===== config.mk =====
export PLATFORM = sky130hd
export DESIGN_NAME = rat_reg_file_flat
export DESIGN_NICKNAME = d
export VERILOG_FILES = /design/src/rtl/rat_reg_file_if.sv /design/src/rtl/rat_reg_file.sv /design/src/flat_wrapper.sv
export SDC_FILE = /design/constraint.sdc
export NUM_CORES = 1
export LEC_CHECK = 0
export ABC_AREA = 1
export CAP_MARGIN = 10
export CORE_ASPECT_RATIO = 0.7
export CORE_MARGIN = 4
export CORE_UTILIZATION = 25
export CTS_BUF_LIST = sky130_fd_sc_hd__clkbuf_4
export DETAILED_ROUTE_END_ITERATION = 8
export PLACE_DENSITY_LB_ADDON = 0.3
export SLEW_MARGIN = 20
export SYNTH_ARGS = -nofsm -noshare
export SYNTH_HDL_FRONTEND = slang
export SYNTH_SLANG_ARGS = --single-unit

===== constraint.sdc =====
create_clock -name CLK -period 2.2 [get_ports CLK]
set_input_delay 0.44 -clock CLK [delete_from_list [all_inputs] [get_ports CLK]]
set_output_delay 0.44 -clock CLK [all_outputs]
set_load 0.02 [all_outputs]

===== src/rtl/rat_reg_file_if.sv =====
// Register-file access bundle: write port, two read ports and status flags.
interface rat_reg_file_if #(
  parameter int DATA_W = 8,
  parameter int ADDR_W = 5
);
  logic              CLR;
  logic              RF_WR;
  logic [ADDR_W-1:0] ADRX;
  logic [ADDR_W-1:0] ADRY;
  logic [DATA_W-1:0] DIN;
  logic [DATA_W-1:0] DX_OUT;
  logic [DATA_W-1:0] DY_OUT;
  logic              BUSY;
  logic              WR_DROP;

  modport master (
    output CLR, RF_WR, ADRX, ADRY, DIN,
    input  DX_OUT, DY_OUT, BUSY, WR_DROP
  );

  modport slave (
    input  CLR, RF_WR, ADRX, ADRY, DIN,
    output DX_OUT, DY_OUT, BUSY, WR_DROP
  );
endinterface


===== src/rtl/rat_reg_file.sv =====
// RAT MCU 32x8 register file with sequenced clear engine and two combinational read ports.
// Optional same-cycle write-to-read bypass: define RAT_RF_WR_BYPASS_EN.
module rat_reg_file #(
  parameter int DATA_W = 8,
  parameter int ADDR_W = 5
) (
  input  logic          CLK,
  input  logic          RST_N,
  rat_reg_file_if.slave bus
);
  localparam int                DEPTH = 2 ** ADDR_W;
  localparam logic [ADDR_W-1:0] LAST  = ADDR_W'(DEPTH - 1);

  typedef enum logic {IDLE = 1'b0, CLEARING = 1'b1} state_t;

  state_t            state;
  logic [ADDR_W-1:0] clr_idx;
  logic              wr_drop_q;
  logic [DATA_W-1:0] mem [DEPTH];

  logic busy, wr_ok, wr_rej;
  assign busy   = (state == CLEARING);
  assign wr_ok  = !busy && bus.RF_WR && !bus.CLR;
  assign wr_rej = bus.RF_WR && (busy || bus.CLR);

  always_ff @(posedge CLK or negedge RST_N) begin
    if (!RST_N) begin
      state     <= CLEARING;
      clr_idx   <= '0;
      wr_drop_q <= 1'b0;
    end else begin
      wr_drop_q <= wr_rej;
      if (bus.CLR) begin
        // a request mid-clear simply restarts the sweep
        state   <= CLEARING;
        clr_idx <= '0;
      end else if (state == CLEARING) begin
        clr_idx <= clr_idx + 1'b1;
        if (clr_idx == LAST) state <= IDLE;
      end
    end
  end

  // No reset on storage so it can map onto distributed RAM; the sweep zeroes it.
  always_ff @(posedge CLK) begin
    if (busy)       mem[clr_idx]  <= '0;
    else if (wr_ok) mem[bus.ADRX] <= bus.DIN;
  end

  always_comb begin
    bus.DX_OUT = '0;
    bus.DY_OUT = '0;
    if (!busy) begin
      bus.DX_OUT = mem[bus.ADRX];
      bus.DY_OUT = mem[bus.ADRY];
`ifdef RAT_RF_WR_BYPASS_EN
      if (wr_ok) begin
        bus.DX_OUT = bus.DIN;
        if (bus.ADRY == bus.ADRX) bus.DY_OUT = bus.DIN;
      end
`endif
    end
  end

  assign bus.BUSY    = busy;
  assign bus.WR_DROP = wr_drop_q;
endmodule


===== src/flat_wrapper.sv =====
// flat-port wrapper written by rule: the top's interface ports become plain ports
module rat_reg_file_flat 
#(
  parameter int DATA_W = 8,
  parameter int ADDR_W = 5
)
  (CLK, RST_N, bus_CLR, bus_RF_WR, bus_ADRX, bus_ADRY, bus_DIN, bus_DX_OUT, bus_DY_OUT, bus_BUSY, bus_WR_DROP);
  rat_reg_file_if #(.DATA_W(DATA_W), .ADDR_W(ADDR_W)) bus_i ();
  input  logic CLK;
  input  logic RST_N;
  input wire logic [$bits(bus_i.CLR)-1:0] bus_CLR;
  input wire logic [$bits(bus_i.RF_WR)-1:0] bus_RF_WR;
  input wire logic [$bits(bus_i.ADRX)-1:0] bus_ADRX;
  input wire logic [$bits(bus_i.ADRY)-1:0] bus_ADRY;
  input wire logic [$bits(bus_i.DIN)-1:0] bus_DIN;
  output wire logic [$bits(bus_i.DX_OUT)-1:0] bus_DX_OUT;
  output wire logic [$bits(bus_i.DY_OUT)-1:0] bus_DY_OUT;
  output wire logic [$bits(bus_i.BUSY)-1:0] bus_BUSY;
  output wire logic [$bits(bus_i.WR_DROP)-1:0] bus_WR_DROP;
  assign bus_i.CLR = bus_CLR;
  assign bus_i.RF_WR = bus_RF_WR;
  assign bus_i.ADRX = bus_ADRX;
  assign bus_i.ADRY = bus_ADRY;
  assign bus_i.DIN = bus_DIN;
  assign bus_DX_OUT = bus_i.DX_OUT;
  assign bus_DY_OUT = bus_i.DY_OUT;
  assign bus_BUSY = bus_i.BUSY;
  assign bus_WR_DROP = bus_i.WR_DROP;
  rat_reg_file #(.DATA_W(DATA_W), .ADDR_W(ADDR_W)) u_core (.CLK(CLK), .RST_N(RST_N), .bus(bus_i));
endmodule

# Word-level counts from Yosys, hierarchy flattened
# Memories as Yosys holds them, arrays and structs flattened.
# Index checks and enable logic that the tools add are counted.
# word_totals
in_bits	22
mem_bits_rw	256
output_inout_bits	18
ff_bits	7
memories	1
# memory_table
name	depth	word_bits	rd	rd_clocked_by_memory_dff	write_ports	line	source
u_core.mem	32	8	2	0	1	rat_reg_file.sv:19	logic [DATA_W-1:0] mem [DEPTH];
# classes
addsub	1
n_mux	15
reduce_logical	8
eq_ne	1
# op_table
operator	n
$mux 8	3
$mux 5	3
$mux 1	9
$reduce_or 8->1	1
$add 5x1->5 const B	1
$eq 5x5->1 const B	1
$logic_and 1x1->1	3
$logic_not 1->1	2
$reduce_bool 2->1	1
$logic_or 1x1->1	1

# Depth between registers and ports, before layout
# Gate-level depths: netlist (run 1).
# logic_depth
depth_word	8
ltp_mapped	12

# Worst setup path before layout (run 1)
# Ideal clock, no wire load.
# synth_timing
path_type	reg-to-reg
start	register u_core.state, in the netlist u_core.bus.BUSY
end	memory u_core.mem[4][0], enable pin
stages_incl_launch_ff	10
path_buffers	1
arrival_time_ps	1690
setup_slack_ps	140
setup_ps	370
required_time_ps	1830
path_cell_list	dfstp_2 -> nor2_4 -> nand2_8 -> buf_8 -> nand2_4 -> o21ai_4 -> inv_4 -> nor2_4 -> nand2_2 -> nor2_1
# synth_between
elab_chain_cells	8
# synth_lines
element	line	source
from (decl)	rat_reg_file.sv:16	state_t state;
from (signal assigned)	rat_reg_file.sv:28	state <= CLEARING;
from (signal assigned)	rat_reg_file.sv:35	state <= CLEARING;
from (signal assigned)	rat_reg_file.sv:39	if (clr_idx == LAST) state <= IDLE;
$logic_not 1->1	rat_reg_file.sv:23	assign wr_ok = !busy && bus.RF_WR && !bus.CLR;
$logic_and 1x1->1 (2 in series)	rat_reg_file.sv:23	
$mux 1	rat_reg_file.sv:47	else if (wr_ok) mem[bus.ADRX] <= bus.DIN;
$mux 1	rat_reg_file.sv:46	if (busy) mem[clr_idx] <= '0;
$mux 1 (not written as such)	rat_reg_file.sv:47	
$reduce_or 8->1 (no source line)	-	
$mux 5 (no source line) or $mux 1 (tied branches)	-	
to (decl)	rat_reg_file.sv:19	
# Several ways; a longest one is shown, not always the timed one.

==> impl_metrics.ini, run 1 <==
[worst_hold_path]
hold_start = bus_RF_WR
hp-class = input port to flop
min_path_cells = 3
whs_endpoint = u_core.bus.WR_DROP

[global_routing]
grt_max_degree = 41
grt_first_pass_wirelength_um = 76000
gr-total-overflow = 0
grtUsageTotal_pct = 17.1
antenna_found_initial = 1
grt_pass1_vias = 12200

[pwr]
power.leakage_nw = 7.29
power_density_mw_per_mm2 = 616
power_mw = 11.1
vdd_drop_max_mv = 0.239

[finish]
final_util_pct = 33.4
stdcell_area_mm2 = 0.0181
nets = 1791
diodes = 0
n_fill_cell = 5548
drive_above_1_share_pct = 30.6
area_growth_pct = 31.2

[sta]
worst_pin_slew_ns = 0.484
fmax_mhz = 408
fin_crit_sh_pct = 111
setup-violations-final = 16
final_hold_viol_count = 0
min_period_ns = 2.45
worst_slack_ns = -0.249
rsz0062_at_grt = true
skew_ns = 0.0414
slew_viol_final = 0
max_slew_margin_pct = 67.8

[worst_setup_path]
timing.rr.end = u_core.mem[23][2]
crit_fanout = 2
endpoint_kind = primary output
rrSetupSlack_ns = 0.10
slowest_stage = edfxtp_1
path_cells = nor2_1 -> nor2_1 -> o21ai_1 -> o21ai_2 -> nor2_2 -> nor2_2 -> nor2_2 -> nor2_4 -> buf_6
worst_r2r_startpoint = u_core.bus.BUSY
ff2ff_path_depth = 9
critPathLaunchType = flop
critPathRequiredTime_ns = 1.76
path_common_cell = nor2_2
crit_type = flop to primary output
slowest_delay_ns = 0.40
cp.arrival_ns = 2.01

[route]
drt_iter0_drc = 1603
vias = 12500
via_per_inst = 4.91
drc = 0
dr.pass1.iters = 7
antenna_left = 0
drt-total-wl_um = 50900
wl_per_cell_um = 20.1

[die]
die_w_um = 289
start_util_pct = 25.5
dieArea_mm2 = 0.0590
die_h_um = 204
rows = 71
core_mm2 = 0.0541
io_pins = 40

[synthesis]
synth.top_cell.area_share_pct = 55.8
syn_nets = 1619
synth_cells = 1595
ys_seq_elements = 263
ys_top_cells_by_area = edfxtp_1, nand2_1, nand3_1
synth_edf_count = 256
synth_cell_types = 30
async_flop_share_pct = 2.66
synth_seq_area_share_pct = 57.1
synth.yosys.warnings = 0
syn_area_mm2 = 0.0138
synth_area_leader_cell = edfxtp_1
synthFlopType = edfxtp_1
yosysMostFrequentCell = nand2_1
synthTopCellsByCount = nand2_1, nand3_1, edfxtp_1
synth.avg_cell_area_um2 = 8.64

[cts]
numCtsBuffers = 67
clkSlewWorstSetupHoldPaths_ns = 0.06
cts_tree = built
htree_levels = 3
clk_path_buf_depth = 3
cts.sinks = 263
cts_root_buf = clkbuf_4
clk_latency_ns = 0.75

[placed_design]
place.gp.congestion = 0.939
port-buffer-count = 39
place_area_mm2 = 0.0163
dp_hpwl_um = 35300

[run]
cap_violations = 0

[outcome]
outcome = finished with violations
violations = setup timing
-- repair_timing --
action / in CTS / in global routing
cloned: 0 / 0
endpoints found under the hold margin: 6 / 0
gates resized for setup: 271 / 91
hold buffers: 1 / 0
setup buffers: 5 / 1
setup endpoints to repair: 17 / 16
pin swaps: 143 / 71
-- critical path: cells and delay by family, from the launching register on --
| family | cells | cell delay, ns |
|---|---|---|
| simple gates | 6 | 0.56 |
| compound gates | 2 | 0.19 |
| flops | 1 | 0.40 |
| buf+inv | 1 | 0.13 |
-- registers in the layout, summed over array words and instances (netlist names) --
signal              count
u_core.bus.BUSY         1
u_core.bus.WR_DROP      1
u_core.clr_idx          5
u_core.mem            256
-- cell type report --
type / count / area, µm² / area share, %
multi-input cells: 1182 / 6090 / 33.7
clock inverters: 11 / 43.8 / 0.242
clock buffers: 96 / 721 / 3.99
inverters: 43 / 170 / 0.941
flip-flops and latches: 263 / 7860 / 43.5
repair buffers: 210 / 2270 / 12.6
well taps: 730 / 913 / 5.05
-- per-layer routing --
metal	global-route usage, %	part of all wire (%)	vias up
li1	-	-	5748
met1	25.5	47	5975
met2	24.1	41	648
met3	5.23	10	86
met4	3.84	1.9	0
met5	0	0	-
-- logic make-up (layout without fill, tap and decap cells) --
group	count (synthesis)	after routing	share of synthesized area (%)
and+or+nand+nor	1097	1097	33.7
DFF	263	263	57.1
buffers and inverters	150	360	5.81
AOI/OAI and AO/OA	83	83	3.28
adders and majority gates	2	2	0.182
-- worst max-delay path by stage --
stage / end / slack [ns] / start / cells after the start
3_5_place_dp: bus_DY_OUT[1] / -0.92 / bus_ADRY[2] / 11
5_1_grt: bus_DY_OUT[5] / -0.39 / u_core.mem[6][5] / 9
2_1_floorplan: u_core.mem[4][0] / 0.14 / u_core.bus.BUSY / 9
3_3_place_gp: bus_DX_OUT[1] / -0.91 / bus_ADRX[2] / 9
4_1_cts: bus_DX_OUT[7] / -0.38 / u_core.mem[10][7] / 9
6_report: bus_DX_OUT[7] / -0.25 / u_core.mem[10][7] / 9
-- power breakdown --
group / internal [mW] / switching (mW)
logic: 0.595 / 1.02
registers: 5.47 / 0.0265
clock network: 1.98 / 2.04
-- per-stage QoR --
stage               setup WS (ns)  TNS (ns)  cells  hold WS [ns]
floorplan                   0.140         0   1595         0.144
global placement           -0.907   -115.10   2425         0.501
detailed placement         -0.916   -118.27   2425         0.500
CTS                        -0.375     -4.22   2534         0.336
global route               -0.394     -5.43   2535         0.348
finish                     -0.249     -3.37   2535         0.403
-- placed cells by master (no fill, tap or decap) --
cell type / count
nand2_1: 560
nor2_1: 60
dfstp_2: 1
buf_2: 3
o21ai_1: 19
o21ai_4: 2
nand2_2: 75
nor3_1: 1
nand2_8: 1
nor2_2: 30
ha_1: 2
dfrtp_1: 6
o21a_1: 1
a21oi_1: 30
inv_4: 3
clkinv_1: 8
nand3_2: 99
clkinv_2: 3
a21oi_2: 10
dlygate4sd2_1: 2
inv_2: 6
clkbuf_4: 96
o21ai_2: 6
nor2_4: 16
buf_12: 48
clkdlybuf4s50_1: 16
nand3_1: 242
o21ai_0: 15
nand3_4: 5
dlygate4sd3_1: 1
edfxtp_1: 256
inv_1: 34
buf_4: 125
buf_6: 15
nand2_4: 8
No activity file was read; power rests on OpenSTA's default activity.
==> run 2, diff against run 1 <==
Settings changed: ABC_AREA 1 to not set.
==> impl_metrics.ini, run 2 <==
[sta]
rsz0062_at_grt = true
slew_viol_final = 0
fmax_mhz = 349
max_slew_margin_pct = 54.9
worst_pin_slew_ns = 0.676
fin_crit_sh_pct = 130
skew_ns = 0.0562
whs_ns = 0.273
setup-violations-final = 48
final_hold_viol_count = 0
worst_slack_ns = -0.664
min_period_ns = 2.86

[worst_hold_path]
hp-class = input port to flop

[cts]
cts_tree = built
clk_path_buf_depth = 3
htree_levels = 2
numCtsBuffers = 60
clkSlewWorstSetupHoldPaths_ns = 0.08
clk_latency_ns = 0.76
cts.sinks = 263
cts_root_buf = clkbuf_4

[synthesis]
ys_top_cells_by_area = edfxtp_1, mux4_2, mux2i_1
synth_seq_area_share_pct = 62.7
yosysMostFrequentCell = edfxtp_1
syn_area_mm2 = 0.0125
synth_area_leader_cell = edfxtp_1
synthFlopType = edfxtp_1
synth.top_cell.area_share_pct = 61.3
synth.avg_cell_area_um2 = 18.9
syn_nets = 688
ys_seq_elements = 263
synth_cells = 664
synth.yosys.warnings = 0
async_flop_share_pct = 2.66
synthTopCellsByCount = edfxtp_1, mux4_2, mux2i_1
synth_cell_types = 39
synth_edf_count = 256

[placed_design]
place_area_mm2 = 0.0157
dp_hpwl_um = 26900
place.gp.congestion = 0.811
port-buffer-count = 39

[worst_setup_path]
path_cells = mux4_2 -> mux2i_1 -> buf_4 -> o211ai_1 -> and3_4 -> buf_6
cp.buffers_inverters = 2
endpoint_kind = primary output
crit_fanout = 2
critPathLaunchType = flop
crit_type = flop to primary output
cp.arrival_ns = 2.42
cp_top_family = multiplexers
slowest_delay_ns = 0.48
critPathRequiredTime_ns = 1.76
slowest_stage = mux4_2

[global_routing]
antenna_found_initial = 1
gr-total-overflow = 0
grt_pass1_vias = 7940
grt_max_degree = 33
grt_first_pass_wirelength_um = 56300
grtUsageTotal_pct = 14.5

[pwr]
power.internal_mw = 7.79
comb_power_share_pct = 10.8
switching_power_mw = 2.55
pwr-share-clk_pct = 35.9
p_sw_share_pct = 24.7
vdd_drop_max_mv = 0.255
power_density_mw_per_mm2 = 617
power.leakage_nw = 5.31
power_frac_seq_pct = 53.3

[die]
die_w_um = 276
io_pins = 40
core_mm2 = 0.0494
start_util_pct = 25.4
die_h_um = 195
dieArea_mm2 = 0.0538
rows = 68

[finish]
nets = 913
top_register = u_core.mem
area_growth_pct = 33.8
top_regs = u_core.mem: 256 flops, u_core.clr_idx: 5 flops
stdcell_area_mm2 = 0.0168
drive_above_1_share_pct = 54.0
layout_commonest_cell = edfxtp_1
largest_register_ffs = 256
mostFrequentLayoutCells = edfxtp_1, mux4_2, buf_4

[outcome]
outcome = finished with violations
violations = setup timing

[route]
wl_per_cell_um = 24.1
drt_iter0_drc = 772
via_per_inst = 4.85
antenna_left = 0
drc = 0
vias = 7760
drt-total-wl_um = 38600
dr.pass1.iters = 5

[run]
cap_violations = 0
run 2: cell count changes in the layout (fill, tap and decap cells not counted), moves of 37 or more:
| cell | change |
|---|---|
| nand2_2 | -75 |
| nand3_1 | -241 |
| nor2_1 | -50 |
| mux2i_1 | +37 |
| nand3_2 | -95 |
| mux4_2 | +120 |
| nand2_1 | -546 |
run 2: final timing paths:
check / slack (ns) / depth (start not counted) / endpoint / start
worst max-delay path: -0.66 / 6 / bus_DY_OUT[7] / u_core.mem[23][7]
worst min-delay path: 0.27 / 2 / u_core.bus.WR_DROP / bus_RF_WR
worst max register to register: -0.08 / 7 / u_core.mem[4][6] / u_core.bus.BUSY
worst min register to register: 0.63 / 2 / u_core.clr_idx[0] / u_core.clr_idx[0]
max in group asynchronous: 1.40 / 2 / u_core.bus.BUSY / RST_N
min in group asynchronous: 0.50 / 2 / u_core.bus.WR_DROP / RST_N
run 2: final cells by class:
cell class	count	area, µm²
Tap cell	665	832
Antenna cell	1	2.50
Timing Repair Buffer	210	2340
Multi-Input combinational cell	349	4990
Clock buffer	84	631
Fill cell	4708	32700
Sequential cell	263	7860
Inverter	5	18.8
Clock inverter	23	88.8
run 2: stage by stage:
step                      utilization (%)  instances  worst slack (ns)  total power [mW]  setup TNS (ns)
final                                33.9       1600            -0.664              10.3          -11.91
after global routing                 33.9       1600            -0.784              10.9          -19.96
after CTS                            33.6       1599            -0.726              10.5          -12.69
after detailed placement             31.7       1489             -1.16              6.67         -124.56
after global placement               31.7       1489             -1.22              6.67         -118.35
after floorplan                         -        664           -0.0690              6.20          -12.00
run 2: cell families after synthesis:
logic type               share of synthesized area, %
flip-flops                                       62.7
multiplexers                                     26.7
AND/OR/NAND/NOR                                  3.79
AO/OA/AOI/OAI                                    3.89
buffers and inverters                            2.44
XOR/XNOR                                        0.210
adder cells (fa/ha/maj)                         0.200
run 2: power groups by stage:
stage               clock (mW)  sequential, mW  combinational (mW)
floorplan                    0            5.61               0.590
global placement             0            5.62                1.05
detailed placement           0            5.62                1.05
CTS                       3.86            5.51                1.11
global route              4.16            5.51                1.19
finish                    3.71            5.51                1.12
run 2: what timing repair did:
action                                  4_1_cts  5_1_grt
hold endpoints to repair                      6        0
resized for setup                           135       29
pin swaps                                    27       12
endpoints found under the setup margin       31      238
hold buffers                                  1        0
setup buffers                                 6        0
run 2: per-layer routing:
layer  GRT usage, %  up-vias  share of wire (%)
li1               -     3328                  -
met1           22.3     4068                 48
met2           19.5      324                 41
met3           4.95       40                 10
met4           2.98        0                1.1
met5              0        -                  0
==> run 3, diff against run 2 <==
Settings changed: CORE_MARGIN 4 to not set, SETUP_SLACK_MARGIN set to 0.3.
==> impl_metrics.ini, run 3 (same netlist as run 2, synthesis figures left out) <==
[sta]
max_slew_margin_pct = 56.5
final_hold_viol_count = 0
rsz0062_at_grt = true
worst_pin_slew_ns = 0.651
fin_crit_sh_pct = 130
min_period_ns = 2.87
fmax_mhz = 349
setup-violations-final = 116
slew_viol_final = 0
skew_ns = 0.0326
worst_slack_ns = -0.669

[worst_setup_path]
critPathLaunchType = flop
cp.arrival_ns = 2.43
crit_fanout = 2
crit_type = flop to primary output
critPathRequiredTime_ns = 1.76
ff2ff_path_depth = 7
endpoint_kind = primary output

[pwr]
power_mw = 10.5
power_density_mw_per_mm2 = 619
power.leakage_nw = 5.46
vdd_drop_max_mv = 0.283

[route]
via_per_inst = 4.81
drt_iter0_drc = 749
drt-total-wl_um = 38200
wl_per_cell_um = 23.6
drc = 0
antenna_left = 0
dr.pass1.iters = 5
vias = 7803

[cts]
cts.sinks = 263
cts_tree = built
htree_levels = 2
clkSlewWorstSetupHoldPaths_ns = 0.06
cts_root_buf = clkbuf_4
clk_path_buf_depth = 3
clk_latency_ns = 0.71
numCtsBuffers = 61

[finish]
largest_register_ffs = 256
final_util_pct = 34.3
n_fill_cell = 4724
regArea_mm2 = 0.00786
stdcell_area_mm2 = 0.0169
multiInputGateArea_mm2 = 0.00495
area_growth_pct = 35.2
top_register = u_core.mem
nets = 931
top_regs = u_core.mem: 256 flops, u_core.clr_idx: 5 flops
mostFrequentLayoutCells = edfxtp_1, mux4_2, buf_4
layout_commonest_cell = edfxtp_1
instances_no_fill = 1621
drive_above_1_share_pct = 53.7

[die]
die_w_um = 270
dieArea_mm2 = 0.0510
start_util_pct = 25.4
rows = 68
die_h_um = 189
io_pins = 40
core_mm2 = 0.0493

[global_routing]
grtUsageTotal_pct = 15.1
grt_max_degree = 33
gr-total-overflow = 0
grt_pass1_vias = 7873
antenna_found_initial = 1
grt_first_pass_wirelength_um = 55900

[worst_hold_path]
min_path_cells = 2
hp-class = input port to flop

[placed_design]
place_inst = 1499
dp_hpwl_um = 27400
place.gp.congestion = 0.836
place_area_mm2 = 0.0156
port-buffer-count = 39
pre_cts_ws_ns = -1.26

[outcome]
outcome = finished with violations
violations = setup timing

[run]
cap_violations = 0
## run 3: cell types whose count changed in the layout (fill, tap and decap cells not counted), sizes merged
cell,previous run,this run
dlymetal6s2s,1,0
diode,1,3
clkbuf,84,90
buf,192,209
dlygate4sd2,0,2
inv,7,5
clkinv,21,19
clkdlybuf4s50,16,15
## run 3: per-layer routing
metal,vias to the layer above,share of wire (%),track usage (%),wire length [µm]
met5,-,0,0,0
met4,0,1.5,3.21,587
met3,48,7.5,3.30,2860
met2,296,42,20.9,15900
met1,4078,49,23.7,18900
li1,3381,-,-,-
## run 3: final cells by class
type | count | share of cell area, %
clock inverter | 19 | 0.465
tap | 665 | 4.91
multi-input combinational | 349 | 29.2
sequential | 263 | 46.4
timing repair buffer | 227 | 14.8
antenna | 3 | 0.0443
clock buffer | 90 | 3.99
inverter | 5 | 0.126
## run 3: critical path, cell delays in order (launching register included)
cell and delay, ns:
edfxtp_1 0.42, mux4_2 0.56, a22oi_2 0.20, buf_4 0.13
o211ai_1 0.12, and3_4 0.19, buf_6 0.13
## run 3: worst paths after layout
kind                                   start                 end  slack [ns]
hold reg to reg            u_core.clr_idx[1]   u_core.clr_idx[1]        0.62
setup / recovery           u_core.mem[30][0]       bus_DY_OUT[0]       -0.67
hold / removal                     bus_RF_WR  u_core.bus.WR_DROP        0.34
setup reg to reg             u_core.bus.BUSY    u_core.mem[7][5]       -0.09
max in group asynchronous              RST_N     u_core.bus.BUSY        1.36
min in group asynchronous              RST_N  u_core.bus.WR_DROP        0.55
## run 3: what timing repair did
item / 4_1_cts / 5_1_grt
hold endpoints to repair: 6 / 0
resized for setup: 185 / 18
pin swaps: 18 / 16
hold buffers: 1 / 0
setup endpoints to repair: 274 / 273
buffers inserted: 5 / 4
## run 3: metrics by stage
| step | hold WS [ns] | TNS, ns |
|---|---|---|
| 6_report | 0.339 | -14.18 |
| 5_1_grt | 0.280 | -26.52 |
| 4_1_cts | 0.272 | -19.13 |
| 3_5_place_dp | 0.572 | -138.63 |
| 3_3_place_gp | 0.567 | -129.51 |
| 2_1_floorplan | 0.144 | -13.64 |
## run 3: report_power, final
group          switching, mW  internal [mW]
Combinational          0.575          0.575
Clock                   1.95           1.87
Sequential            0.0287           5.48
Total                   2.56           7.93
